==> config.mk <==
export PLATFORM = sky130hd
export DESIGN_NAME = deserialize
export DESIGN_NICKNAME = d
export VERILOG_FILES = /design/src/rtl/deserialize_pkg.sv /design/src/rtl/deserialize.sv
export SDC_FILE = /design/constraint.sdc
export NUM_CORES = 1
export LEC_CHECK = 0
export ABC_AREA = 1
export BUFFER_PORTS_ARGS = -buffer_cell sky130_fd_sc_hd__buf_2
export CELL_PAD_IN_SITES_DETAIL_PLACEMENT = 0
export CELL_PAD_IN_SITES_GLOBAL_PLACEMENT = 2
export CORE_ASPECT_RATIO = 1.1
export CORE_MARGIN = 2
export CORE_UTILIZATION = 35
export CTS_CLUSTER_DIAMETER = 30
export CTS_CLUSTER_SIZE = 20
export DETAILED_ROUTE_END_ITERATION = 16
export PLACE_DENSITY_LB_ADDON = 0.1
export SLEW_MARGIN = 0
export SYNTH_ARGS = -nofsm -noshare
export SYNTH_HDL_FRONTEND = slang
export SYNTH_SLANG_ARGS = --single-unit
==> constraint.sdc <==
create_clock -name iClk -period 2.7 [get_ports iClk]
set_input_delay 0 -clock iClk [delete_from_list [all_inputs] [get_ports iClk]]
set_output_delay 0 -clock iClk [all_outputs]
set_load 0.1 [all_outputs]
==> src/rtl/deserialize_pkg.sv <==
// Shared serial-link definitions: default frame width and the FSM state encodings used by
// both the serializer and the deserializer.
package deserialize_pkg;

  localparam int unsigned DefaultMsgSize = 8;

  localparam logic [0:0] StIdle  = 1'b0;
  localparam logic [0:0] StShift = 1'b1;

endpackage

==> src/rtl/deserialize.sv <==
// LSB-first serial-to-parallel converter feeding the encryptor through a valid/ack handshake.
// A frame finishing while the previous word is still unconsumed is dropped and flagged.
module deserialize
  import deserialize_pkg::*;
#(
  parameter int unsigned MSG_SIZE = DefaultMsgSize
) (
  input  logic                iClk,
  input  logic                iRst,
  input  logic                iEn,
  input  logic                iStart,
  input  logic                iData,
  input  logic                iAck,
  output logic [MSG_SIZE-1:0] oPlaintext,
  output logic                oValid,
  output logic                oBusy,
  output logic                oOverrun
);

  localparam int unsigned     CntW    = $clog2(MSG_SIZE);
  localparam logic [CntW-1:0] LastBit = CntW'(MSG_SIZE - 1);

  logic [0:0]          stateQ, stateD;
  logic [CntW-1:0]     countQ, countD;
  // The final bit goes straight into oPlaintext, so only MSG_SIZE-1 bits are staged.
  logic [MSG_SIZE-2:0] shiftQ, shiftD;
  logic [MSG_SIZE-1:0] plainQ, plainD;
  logic                validQ, validD;
  logic                overrunQ, overrunD;
  logic                complete;

  always_comb begin
    stateD   = stateQ;
    countD   = countQ;
    shiftD   = shiftQ;
    plainD   = plainQ;
    validD   = validQ;
    overrunD = overrunQ;
    complete = 1'b0;

    case (stateQ)
      StIdle: begin
        if (iEn && iStart) begin
          shiftD[0] = iData;
          countD    = CntW'(1);
          stateD    = StShift;
        end
      end
      StShift: begin
        if (iEn) begin
          if (countQ == LastBit) begin
            complete = 1'b1;
            countD   = '0;
            stateD   = StIdle;
          end else begin
            shiftD[countQ] = iData;
            countD         = countQ + CntW'(1);
          end
        end
      end
      default: stateD = StIdle;
    endcase

    if (complete) begin
      if (!validQ || iAck) begin
        plainD = {iData, shiftQ};
        validD = 1'b1;
      end else begin
        overrunD = 1'b1;
      end
    end else if (iAck && validQ) begin
      validD = 1'b0;
    end
  end

  always_ff @(posedge iClk or negedge iRst) begin
    if (!iRst) begin
      stateQ   <= StIdle;
      countQ   <= '0;
      shiftQ   <= '0;
      plainQ   <= '0;
      validQ   <= 1'b0;
      overrunQ <= 1'b0;
    end else begin
      stateQ   <= stateD;
      countQ   <= countD;
      shiftQ   <= shiftD;
      plainQ   <= plainD;
      validQ   <= validD;
      overrunQ <= overrunD;
    end
  end

  assign oPlaintext = plainQ;
  assign oValid     = validQ;
  assign oBusy      = (stateQ == StShift);
  assign oOverrun   = overrunQ;

endmodule
; ---- After elaboration in Yosys (flattened, before gate mapping)
; Cells that the tools add are included.
[word_totals]
ff_bits = 21
in_bits = 6
out_inout_bits = 11
elab_cells = 51
[op_classes]
addsub = 1
order_cmp = 2
n_eq_ne = 5
mux = 21
bitwise_logic = 3
n_reduce_logical = 12
[op_table]
columns = operator, n
row1 = 1-bit 2-to-1 mux, 13
row2 = 3-bit 2-to-1 mux, 3
row3 = 2-bit AND reduction, 4
row4 = 7-bit bitwise mux, 1
row5 = "2-bit inequality test, second input constant", 3
row6 = 3-bit one-hot mux with 2 select lines, 1
row7 = 3-bit AND reduction, 2
row8 = "3-bit by 4-bit less-than comparator with 1-bit output, second input constant", 1
row9 = 1-bit one-hot mux with 2 select lines, 2
row10 = "3-bit by 1-bit adder with 3-bit output, second input constant", 1
row11 = 1-bit demux with 3-bit select, 1
row12 = "3-bit equality test, second input constant", 1
row13 = "3-bit by 1-bit greater-or-equal comparator with 1-bit output, second input constant", 1
row14 = 1-bit logical AND, 3
row15 = 1-bit inverter, 3
row16 = "2-bit by 1-bit inequality test with 1-bit output, second input constant", 1
row17 = 2-bit nonzero test, 1
row18 = 1-bit logical NOT, 1
row19 = 1-bit logical OR, 1

; ---- Longest topological paths before layout
; Gate-level depths: netlist (run 1).
[logic_depth]
depth_word = 8
mapped_depth = 7
depth_no_buf = 7

; ---- Worst setup path after synthesis (run 1)
; No wires, ideal clock.
[synth_path]
kind = register to register
startpoint = register stateQ, in the netlist oBusy
endpoint = register plainQ[7], in the netlist oPlaintext[7]
setup_ns = 0.122
arrival_time_ns = 1.609
t_required_ns = 2.578
setup_slack_ns = 0.969
path_stages_with_launch = 6
n_path_buf = 0
period_less_slack_ns = 1.731
cell_sequence = dfrtp_1 > nand2_4 > nor2_8 > nand2_4 > nand2_2 > o21ai_2
[synth_via]
elab_chain_cells = 2
[synth_rtl]
columns = element, line
row1 = from (decl), deserialize.sv:23  ; logic [0:0] stateQ, stateD;
row2 = from (signal assigned), deserialize.sv:78  ; stateQ <= StIdle;
row3 = from (signal assigned), deserialize.sv:85  ; stateQ <= stateD;
row4 = 1-bit 2-to-1 mux, deserialize.sv:41  ; case (stateQ)
row5 = 2-bit AND reduction (no source line), --
row6 = to (signal assigned), deserialize.sv:88  ; plainQ <= plainD;
row7 = to (decl), deserialize.sv:27  ; logic [MSG_SIZE-1:0] plainQ, plainD;
; Every way passes these cells.
; A chain may end at the register's enable or synchronous reset.

; ---- Final worst setup path (run 1)
[layout_path]
startpoint = register countQ[0]
endpoint = register shiftQ[6]
[layout_via]
elab_chain_cells = 5
word_cells_on_any_way = 9
cone_classes = 2 x order compare / 1 x eq/ne / 3 x mux / 1 x bitwise / 2 x reduce/logical
[layout_rtl]
columns = element, line
row1 = from (decl), deserialize.sv:24  ; logic [CntW-1:0] countQ, countD;
row2 = from (signal assigned), deserialize.sv:86  ; countQ <= countD;
row3 = 3-bit by 4-bit less-than comparator with 1-bit output (implied by the code) / 3-bit by 1-bit greater-or-equal comparator with 1-bit output (equally long branches), deserialize.sv:56  ; shiftD[countQ] = iData;
row4 = 1-bit logical AND (implied by the code), deserialize.sv:56
row5 = 1-bit 2-to-1 mux (implied by the code), deserialize.sv:56
row6 = 1-bit demux with 3-bit select, deserialize.sv:56
row7 = 7-bit bitwise mux, deserialize.sv:56
row8 = to (signal assigned), deserialize.sv:87  ; shiftQ <= shiftD;
row9 = to (decl), deserialize.sv:26  ; logic [MSG_SIZE-2:0] shiftQ, shiftD;
; Parallel ways exist; a longest one is shown, timed or not.

==> impl_metrics.yaml, run 1 <==
run_status:
  outcome: "completed"
min_path:
  worst_hold_path.num_cells: 3
  worstHoldStart: "iEn"
  hold_class: "in -> reg"
  hold_end: "oBusy$_DFF_PN0_"
global_route:
  grt_pass1_wl_um: 3036
  met2_usage_pct: 21.34
  grt_max_degree: 22
  antenna_found_initial: 0
  grt_pass1_vias: 688
  use_met3_pct: 3.030
  grt_usage_pct: 13.41
  busiest_layer: "met2"
  grt_overflow: 0
  met1_usage_pct: 16.43
synth:
  synthCells: 106
  post-synth-top-area-fraction_pct: 54.26
  avgSynthCellArea_um2: 9.136
  syn_area_um2: 968.4
  synth_warnings: 0
  yosys.area.top_type: "dfrtp_1"
  ys_types: 15
  ys_seq_area_share_pct: 54.26
  ys_seq_elements: 21
  ys_top_cells_by_area: "dfrtp_1 (54%), nand2_1 (13%), nand3_1 (7.2%), nor2_8 (4.1%), ha_1 (3.9%)"
  syn-num-nets: 115
setup_path:
  ff2ff_path_depth: 6
  cp-end-kind: "flop"
  slowest_stage: "dfrtp_1"
  cp-start-kind: "flop"
  r2r_start: "countQ[0]$_DFFE_PN0P_"
  critPathTopFamily: "adder cells"
  path_cells: "ha_1 -> ha_1 -> nor2_8 -> nand2_2 -> o21ai_1 -> nand2_1"
  crit_top_cell: "ha_1"
  cp_max_fo: 7
  r2r_slack_ps: 1230
  regToRegEndpoint: "shiftQ[6]$_DFFE_PN0P_"
  critPathKind: "reg -> reg"
  crit_arrival_ps: 1670
  critical_path_buf_inv_count: 0
  crit_required_ps: 2900
  max_stage_delay_ps: 450
cts:
  cts_sinks: 21
  postCtsSetupRepairBufs: 0
  clk_latency_ps: 300
  clock_path_buffers: 2
  cts_buffers: 3
  cts_root_buffer: "clkbuf_4"
  h-tree-depth: 1
  clk_pin_slew_worst_paths_ps: 130
  cts_tree: "built"
timing:
  finClkSkew_ps: 12.64
  rsz0062_at_grt: "false"
  slew_headroom_pct: 67.95
  setup_viol: 0
  finalMaxSlewViolations: 0
  worst_pin_slew_ps: 480.8
  min_period_ps: 1470
  final_hold_viol_count: 0
  tns_ps: 0
  fmax_mhz: 680.0
  period_share_pct: 54.46
die:
  ios: 17
  fp.dieArea_mm2: 0.003204
  rows: 20
  die_w_um: 54.16
  start_util_pct: 35.83
  core_mm2: 0.002703
  die_y_um: 59.17
detailed_routing:
  remaining_drc_errors: 0
  ant_nets: 0
  dr.pass1.iters: 4
  wirelength_um: 1819
  vias: 743
  drt_iter0_drc: 23
  wl_per_cell_um: 11.23
  vias_per_cell: 4.586
place:
  gp_congestion: 0.8010
  dpl-instance-area_mm2: 0.001090
  dpl.cell_count: 155
  portBuffers: 16
  detailed_place_hpwl_um: 1413
run:
  cap_violations: 0
power:
  p_per_area_mw_per_mm2: 1188
  vdd.ir_drop.worst_mv: 0.6125
  power.total_uw: 1363
  leakage_uw: 0.0006353
layout:
  stdcell_area_mm2: 0.001147
  mostFrequentLayoutCell: "nand2_1"
  drive_above_1_share_pct: 22.48
  antenna_cells: 0
  nets: 139
  final_cell_mix: "nand2_1 (33), dfrtp_1 (21), buf_2 (16)"
  syn_to_final_growth_pct: 18.48
  final_cells: 162
==> layer usage <==
metal / up-vias / part of all wire, % / wire length [um]
li1: 387 / - / -
met1: 340 / 46 / 841
met2: 14 / 48 / 880
met3: 2 / 4.3 / 78
met4: 0 / 1.0 / 19
met5: - / 0 / 0
==> report_power, final <==
| part | internal (uW) | switching, uW |
|---|---|---|
| clock network | 55.2 | 97.1 |
| logic | 144 | 548 |
| registers | 430 | 88.5 |
| total | 629 | 733 |
==> area by class of cell <==
| cell class | instances | area [um^2] |
|---|---|---|
| Clock buffer | 3 | 22.52 |
| Clock inverter | 1 | 5.005 |
| Fill cell | 277 | 1555 |
| Inverter | 10 | 37.54 |
| Multi-Input combinational cell | 75 | 405.4 |
| Sequential cell | 21 | 525.5 |
| Tap cell | 33 | 41.29 |
| Timing Repair Buffer | 19 | 110.1 |
==> Yosys cell counts <==
| cell type | n |
|---|---|
| nand2_4 | 2 |
| nand2_1 | 33 |
| nand2_2 | 3 |
| nor2_1 | 4 |
| a21oi_1 | 2 |
| inv_1 | 10 |
| nor2_8 | 2 |
| nand3_1 | 14 |
| o21ai_1 | 6 |
| o21ai_2 | 1 |
| o21bai_1 | 1 |
| o21ai_0 | 3 |
| ha_1 | 3 |
| dfrtp_1 | 21 |
| nor2_2 | 1 |
==> repair_timing <==
action                                 CTS  global route
endpoints found under the hold margin   23             0
resized for setup                        0             0
hold buffers                             3             0
==> stage by stage <==
stage,worst slack [ps],hold WS [ps],util [%]
5_1_grt,1113,0.7189,42.45
4_1_cts,1226,18.57,42.45
3_5_place_dp,1231,-13.95,40.32
3_3_place_gp,1256,-11.27,40.32
6_report,1230,20.13,42.45
2_1_floorplan,968.6,-295.6,-
==> logic make-up (layout without fill, tap and decap cells) <==
logic type / Yosys count / count (layout) / share of synthesized area (%)
simple gates: 59 / 59 / 30.62
flops: 21 / 21 / 54.26
compound gates: 13 / 13 / 7.365
buf+inv: 10 / 33 / 3.876
fa+ha+maj: 3 / 3 / 3.876
==> sequential cells by signal, summed over array words and instances (netlist names) <==
name,flops
oBusy,1
shiftQ,7
countQ,3
oPlaintext,8
oValid,1
oOverrun,1
==> worst max-delay path by stage <==
stage,cells past startpoint,start,slack [ps],to
global route,6,countQ[0]$_DFFE_PN0P_,1110,shiftQ[6]$_DFFE_PN0P_
global placement,6,countQ[0]$_DFFE_PN0P_,1260,shiftQ[1]$_DFFE_PN0P_
CTS,6,countQ[0]$_DFFE_PN0P_,1230,shiftQ[2]$_DFFE_PN0P_
floorplan,5,oBusy$_DFF_PN0_,970,oPlaintext[7]$_DFFE_PN0P_
detailed placement,6,countQ[0]$_DFFE_PN0P_,1230,shiftQ[1]$_DFFE_PN0P_
finish,6,countQ[0]$_DFFE_PN0P_,1230,shiftQ[6]$_DFFE_PN0P_
==> worst register-to-register path, cell delays in order (launching register included) <==
cell,delay (ps)
dfrtp_1,450
ha_1,240
ha_1,250
nor2_8,170
nand2_2,90
o21ai_1,120
nand2_1,60
No activity file was read; power rests on OpenSTA's default activity.
==> inputs of run 2 (changes only) <==
- ABC_AREA: 1 -> 0
- CORE_UTILIZATION: 35 -> 32
- clock period: 2.7 -> 1.3 ns (I/O delays scaled with it)
==> impl_metrics.yaml, run 2 <==
run_status:
  outcome: "finished with violations"
  violations: "setup timing"
layout:
  syn_to_final_growth_pct: 31.72
  antenna_cells: 0
  nets: 108
  stdcell_area_mm2: 0.001257
  mostFrequentLayoutCell: "dfrtp_1"
  drive_above_1_share_pct: 56.12
  largest_reg_flops: 8
  regArea_um2: 533.0
  final_cell_mix: "dfrtp_1 (17), buf_2 (15), mux2_2 (8), buf_4 (8), mux2_4 (5)"
  multiInputGateArea_um2: 496.7
  fin_util_pct: 44.87
  fillers: 278
detailed_routing:
  drt_iter0_drc: 8
  route.met3.wl_um: 71
  vias: 645
  top_layer: "met4"
  dr_wl_met2_um: 808
  dr.pass1.iters: 4
  drt-met1-wl_um: 842
  wirelength_um: 1740
  wl_per_cell_um: 13.28
  ant_nets: 0
  vias_per_cell: 4.924
  remaining_drc_errors: 0
setup_path:
  cp_max_fo: 4
  crit_top_cell: "ha_4"
  crit_required_ps: 1490
  critical_path_buf_inv_count: 0
  max_stage_delay_ps: 440
  cp-start-kind: "flop"
  critPathKind: "reg -> reg"
  crit_arrival_ps: 1810
  path_cells: "ha_4 -> ha_4 -> and4bb_4 -> nand3b_1 -> mux2_4"
  slowest_stage: "dfrtp_2"
  cp-end-kind: "flop"
  critPathTopFamily: "flip-flops"
global_route:
  grt_pass1_wl_um: 3167
  grt_usage_pct: 12.09
  grt_max_degree: 22
  antenna_found_initial: 0
  grt_overflow: 0
  grt_pass1_vias: 712
cts:
  cts_root_buffer: "clkbuf_4"
  clk_pin_slew_worst_paths_ps: 120
  cts_buffers: 3
  clk_latency_ps: 300
  cts_tree: "built"
  postCtsSetupRepairBufs: 0
  h-tree-depth: 1
  cts_sinks: 21
  clock_path_buffers: 2
synth:
  synthArstFlopShare_pct: 100.0
  ys_seq_area_share_pct: 55.05
  syn_area_um2: 954.7
  synthSimpleGateAreaFrac_pct: 15.60
  ys_types: 27
  synthCells: 72
  synthXorXnorAreaFrac_pct: 0
  post-synth-top-area-fraction_pct: 55.05
  synth_common_cells: "dfrtp_1 (21), mux2_2 (9), mux2_1 (5)"
  synth_warnings: 0
  synth_top_family_by_area: "multiplexers"
  synth_mux_area_share_pct: 16.51
  yosys.area_share.adder_pct: 3.932
  synth_ff_type: "dfrtp_1"
  synth-edff-count: 0
  avgSynthCellArea_um2: 13.26
  ys_seq_elements: 21
  yosys.area.top_type: "dfrtp_1"
  yosysMostFrequentCell: "dfrtp_1"
  syn-num-nets: 81
  ys_top_cells_by_area: "dfrtp_1 (55%), mux2_2 (11%), mux2_1 (5.9%), ha_1 (3.9%), nor3b_1 (2.4%)"
  synth_compound_area_share_pct: 6.029
die:
  start_util_pct: 34.06
  fp.dieArea_mm2: 0.003437
  core_mm2: 0.002803
  die_w_um: 56.08
  die_y_um: 61.29
  ios: 17
  rows: 20
run:
  cap_violations: 0
timing:
  worst_pin_slew_ps: 484.9
  final_hold_viol_count: 0
  rsz0062_at_grt: "true"
  slew_headroom_pct: 67.90
  fmax_mhz: 614.8
  period_share_pct: 125.1
  finClkSkew_ps: 8.969
  setup_viol: 15
  worst_slack_ps: -326.4
  finalMaxSlewViolations: 0
  min_period_ps: 1626
min_path:
  hold_class: "in -> reg"
place:
  dpl-instance-area_mm2: 0.001172
  gp_congestion: 0.7144
  portBuffers: 16
  detailed_place_hpwl_um: 1279
-- run 2: what timing repair did --
| item | CTS | global route |
|---|---|---|
| cloned | 0 | 0 |
| hold buffers | 1 | 0 |
| endpoints found under the setup margin | 16 | 18 |
| pin swaps | 2 | 1 |
| hold endpoints to repair | 21 | 0 |
| gates resized for setup | 1 | 11 |
-- run 2: final timing paths --
check	depth (start not counted)	endpoint	slack, ps	startpoint
max	5	shiftQ[2]$_DFFE_PN0P_	-330	countQ[1]$_DFFE_PN0P_
min	3	oBusy$_DFF_PN0_	30	iStart
max reg2reg	5	shiftQ[2]$_DFFE_PN0P_	-330	countQ[1]$_DFFE_PN0P_
min reg2reg	1	oOverrun$_DFFE_PN0P_	490	oOverrun$_DFFE_PN0P_
max in group asynchronous	2	oBusy$_DFF_PN0_	780	iRst
min in group asynchronous	2	oPlaintext[7]$_DFFE_PN0P_	170	iRst
-- run 2: kinds of logic (layout without fill, tap and decap cells) --
family	count (synthesis)	count (layout)
compound gates	9	9
mux	14	14
buf+inv	4	30
flops	21	21
simple gates	21	21
fa+ha+maj	3	3
-- run 2: routing by layer --
layer | track usage (%) | up-vias
met5 | 0 | -
met4 | 7.143 | 0
met3 | 2.521 | 2
met2 | 19.66 | 13
met1 | 15.19 | 314
li1 | - | 316
-- run 2: metrics by stage --
stage | TNS [ps] | hold WS [ps] | worst slack (ps) | instances
final | -3756 | 34.81 | -326.4 | 131
after global routing | -5172 | 37.66 | -384.1 | 131
after CTS | -4418 | 18.13 | -320.3 | 131
after detailed placement | -4198 | -13.62 | -302.0 | 126
after global placement | -3806 | -16.18 | -277.5 | 126
after floorplan | -4167 | -295.6 | -298.9 | 72
-- run 2: final cells by class --
class	count	area share [%]
multi-input cells	47	39.50
well taps	33	3.284
inverters	1	0.2985
flip-flops and latches	21	42.39
repair buffers	25	12.44
clock buffers	4	2.090
-- run 2: worst reg2reg max path, cell delays in order, from the launching register on --
cell and delay, ps:
dfrtp_2 440, ha_4 180, ha_4 160, and4bb_4 330
nand3b_1 110, mux2_4 310
Power of run 2 is left out: the tool's default activity adds up to more than one toggle a clock period on the data nets, which glitch-free logic cannot reach.
==> inputs of run 3 (changes only) <==
- CORE_MARGIN: 2 -> 3
==> impl_metrics.yaml, run 3 (synthesis results as in run 2) <==
run_status:
  outcome: "finished with violations"
  violations: "setup timing"
global_route:
  grt_pass1_vias: 620
  grt_pass1_wl_um: 2932
  antenna_found_initial: 0
  grt_overflow: 0
  grt_max_degree: 22
  grt_usage_pct: 10.44
setup_path:
  crit_required_ps: 1490
  cp-start-kind: "flop"
  critPathKind: "reg -> reg"
  cp-end-kind: "flop"
  crit_arrival_ps: 1810
  cp_max_fo: 4
cts:
  cts_root_buffer: "clkbuf_4"
  clk_latency_ps: 300
  h-tree-depth: 1
  clk_pin_slew_worst_paths_ps: 120
  clock_path_buffers: 2
  cts_sinks: 21
  cts_buffers: 3
  cts_tree: "built"
detailed_routing:
  drt_iter0_drc: 11
  wl_per_cell_um: 12.96
  vias: 634
  dr.pass1.iters: 3
  vias_per_cell: 4.767
  ant_nets: 0
  remaining_drc_errors: 0
  wirelength_um: 1724
layout:
  final_cell_mix: "dfrtp_1 (17), buf_2 (15), buf_4 (9)"
  drive_above_1_share_pct: 55.00
  mostFrequentLayoutCell: "dfrtp_1"
  fin_util_pct: 45.40
  nets: 110
  antenna_cells: 0
  syn_to_final_growth_pct: 33.29
  largest_reg_flops: 8
die:
  fp.dieArea_mm2: 0.003676
  die_y_um: 63.29
  die_w_um: 58.08
  ios: 17
  start_util_pct: 34.06
  rows: 20
  core_mm2: 0.002803
place:
  dp_slack_ps: -290.2
  portBuffers: 16
  gp_congestion: 0.7904
  detailed_place_hpwl_um: 1226
run:
  cap_violations: 0
timing:
  period_share_pct: 124.2
  whs_ps: 36.59
  min_period_ps: 1615
  worst_slack_ps: -314.7
  fmax_mhz: 619.3
  slew_headroom_pct: 67.90
  worst_pin_slew_ps: 484.9
  final_hold_viol_count: 0
  finalMaxSlewViolations: 0
  rsz0062_at_grt: "true"
  finClkSkew_ps: 2.460
  tns_ps: -3944
  setup_viol: 16
min_path:
  hold_class: "in -> reg"
[run 3: path summary, 6_finish.rpt]
path	depth (start not counted)	end	startpoint	slack [ps]
worst min register to register	1	oOverrun$_DFFE_PN0P_	oOverrun$_DFFE_PN0P_	490
max in group asynchronous	2	oBusy$_DFF_PN0_	iRst	780
worst max-delay path	5	shiftQ[2]$_DFFE_PN0P_	countQ[1]$_DFFE_PN0P_	-310
worst min-delay path	3	oBusy$_DFF_PN0_	iStart	40
worst max register to register	5	shiftQ[2]$_DFFE_PN0P_	countQ[1]$_DFFE_PN0P_	-310
min in group asynchronous	2	oPlaintext[7]$_DFFE_PN0P_	iRst	170
[run 3: repair_timing]
action | 4_1_cts | 5_1_grt
setup endpoints to repair | 17 | 17
hold buffers | 2 | 0
endpoints found under the hold margin | 23 | 0
pin swaps | 2 | 1
gates resized for setup | 2 | 9
cloned | 0 | 0
buffers inserted | 0 | 1
[run 3: cell type report]
class	count	area, um^2
fill	269	1530
sequential	21	533.0
multi-input combinational	47	493.0
timing repair buffer	27	173.9
tap	33	41.29
clock buffer	3	22.52
clock inverter	1	5.005
inverter	1	3.754
[run 3: stage by stage]
stage,cells,area [um^2]
CTS,132,1222
detailed placement,126,1172
global placement,126,1172
floorplan,72,1017
finish,133,1272
global route,133,1272
[run 3: worst max-delay path, stage by stage, from the launching register on]
cell	delay (ps)
dfrtp_2	440
ha_4	180
ha_4	160
and4bb_4	320
nand3b_1	100
mux2_1	310
[run 3: routing by layer]
layer / wire, um / GRT usage (%) / part of all wire [%] / vias up
li1: - / - / - / 318
met1: 897 / 14.49 / 52 / 300
met2: 731 / 14.97 / 42 / 14
met3: 75 / 2.459 / 4.4 / 2
met4: 18 / 5.217 / 1.0 / 0
met5: 0 / 0 / 0 / -
Power of run 3 is left out for the same reason.
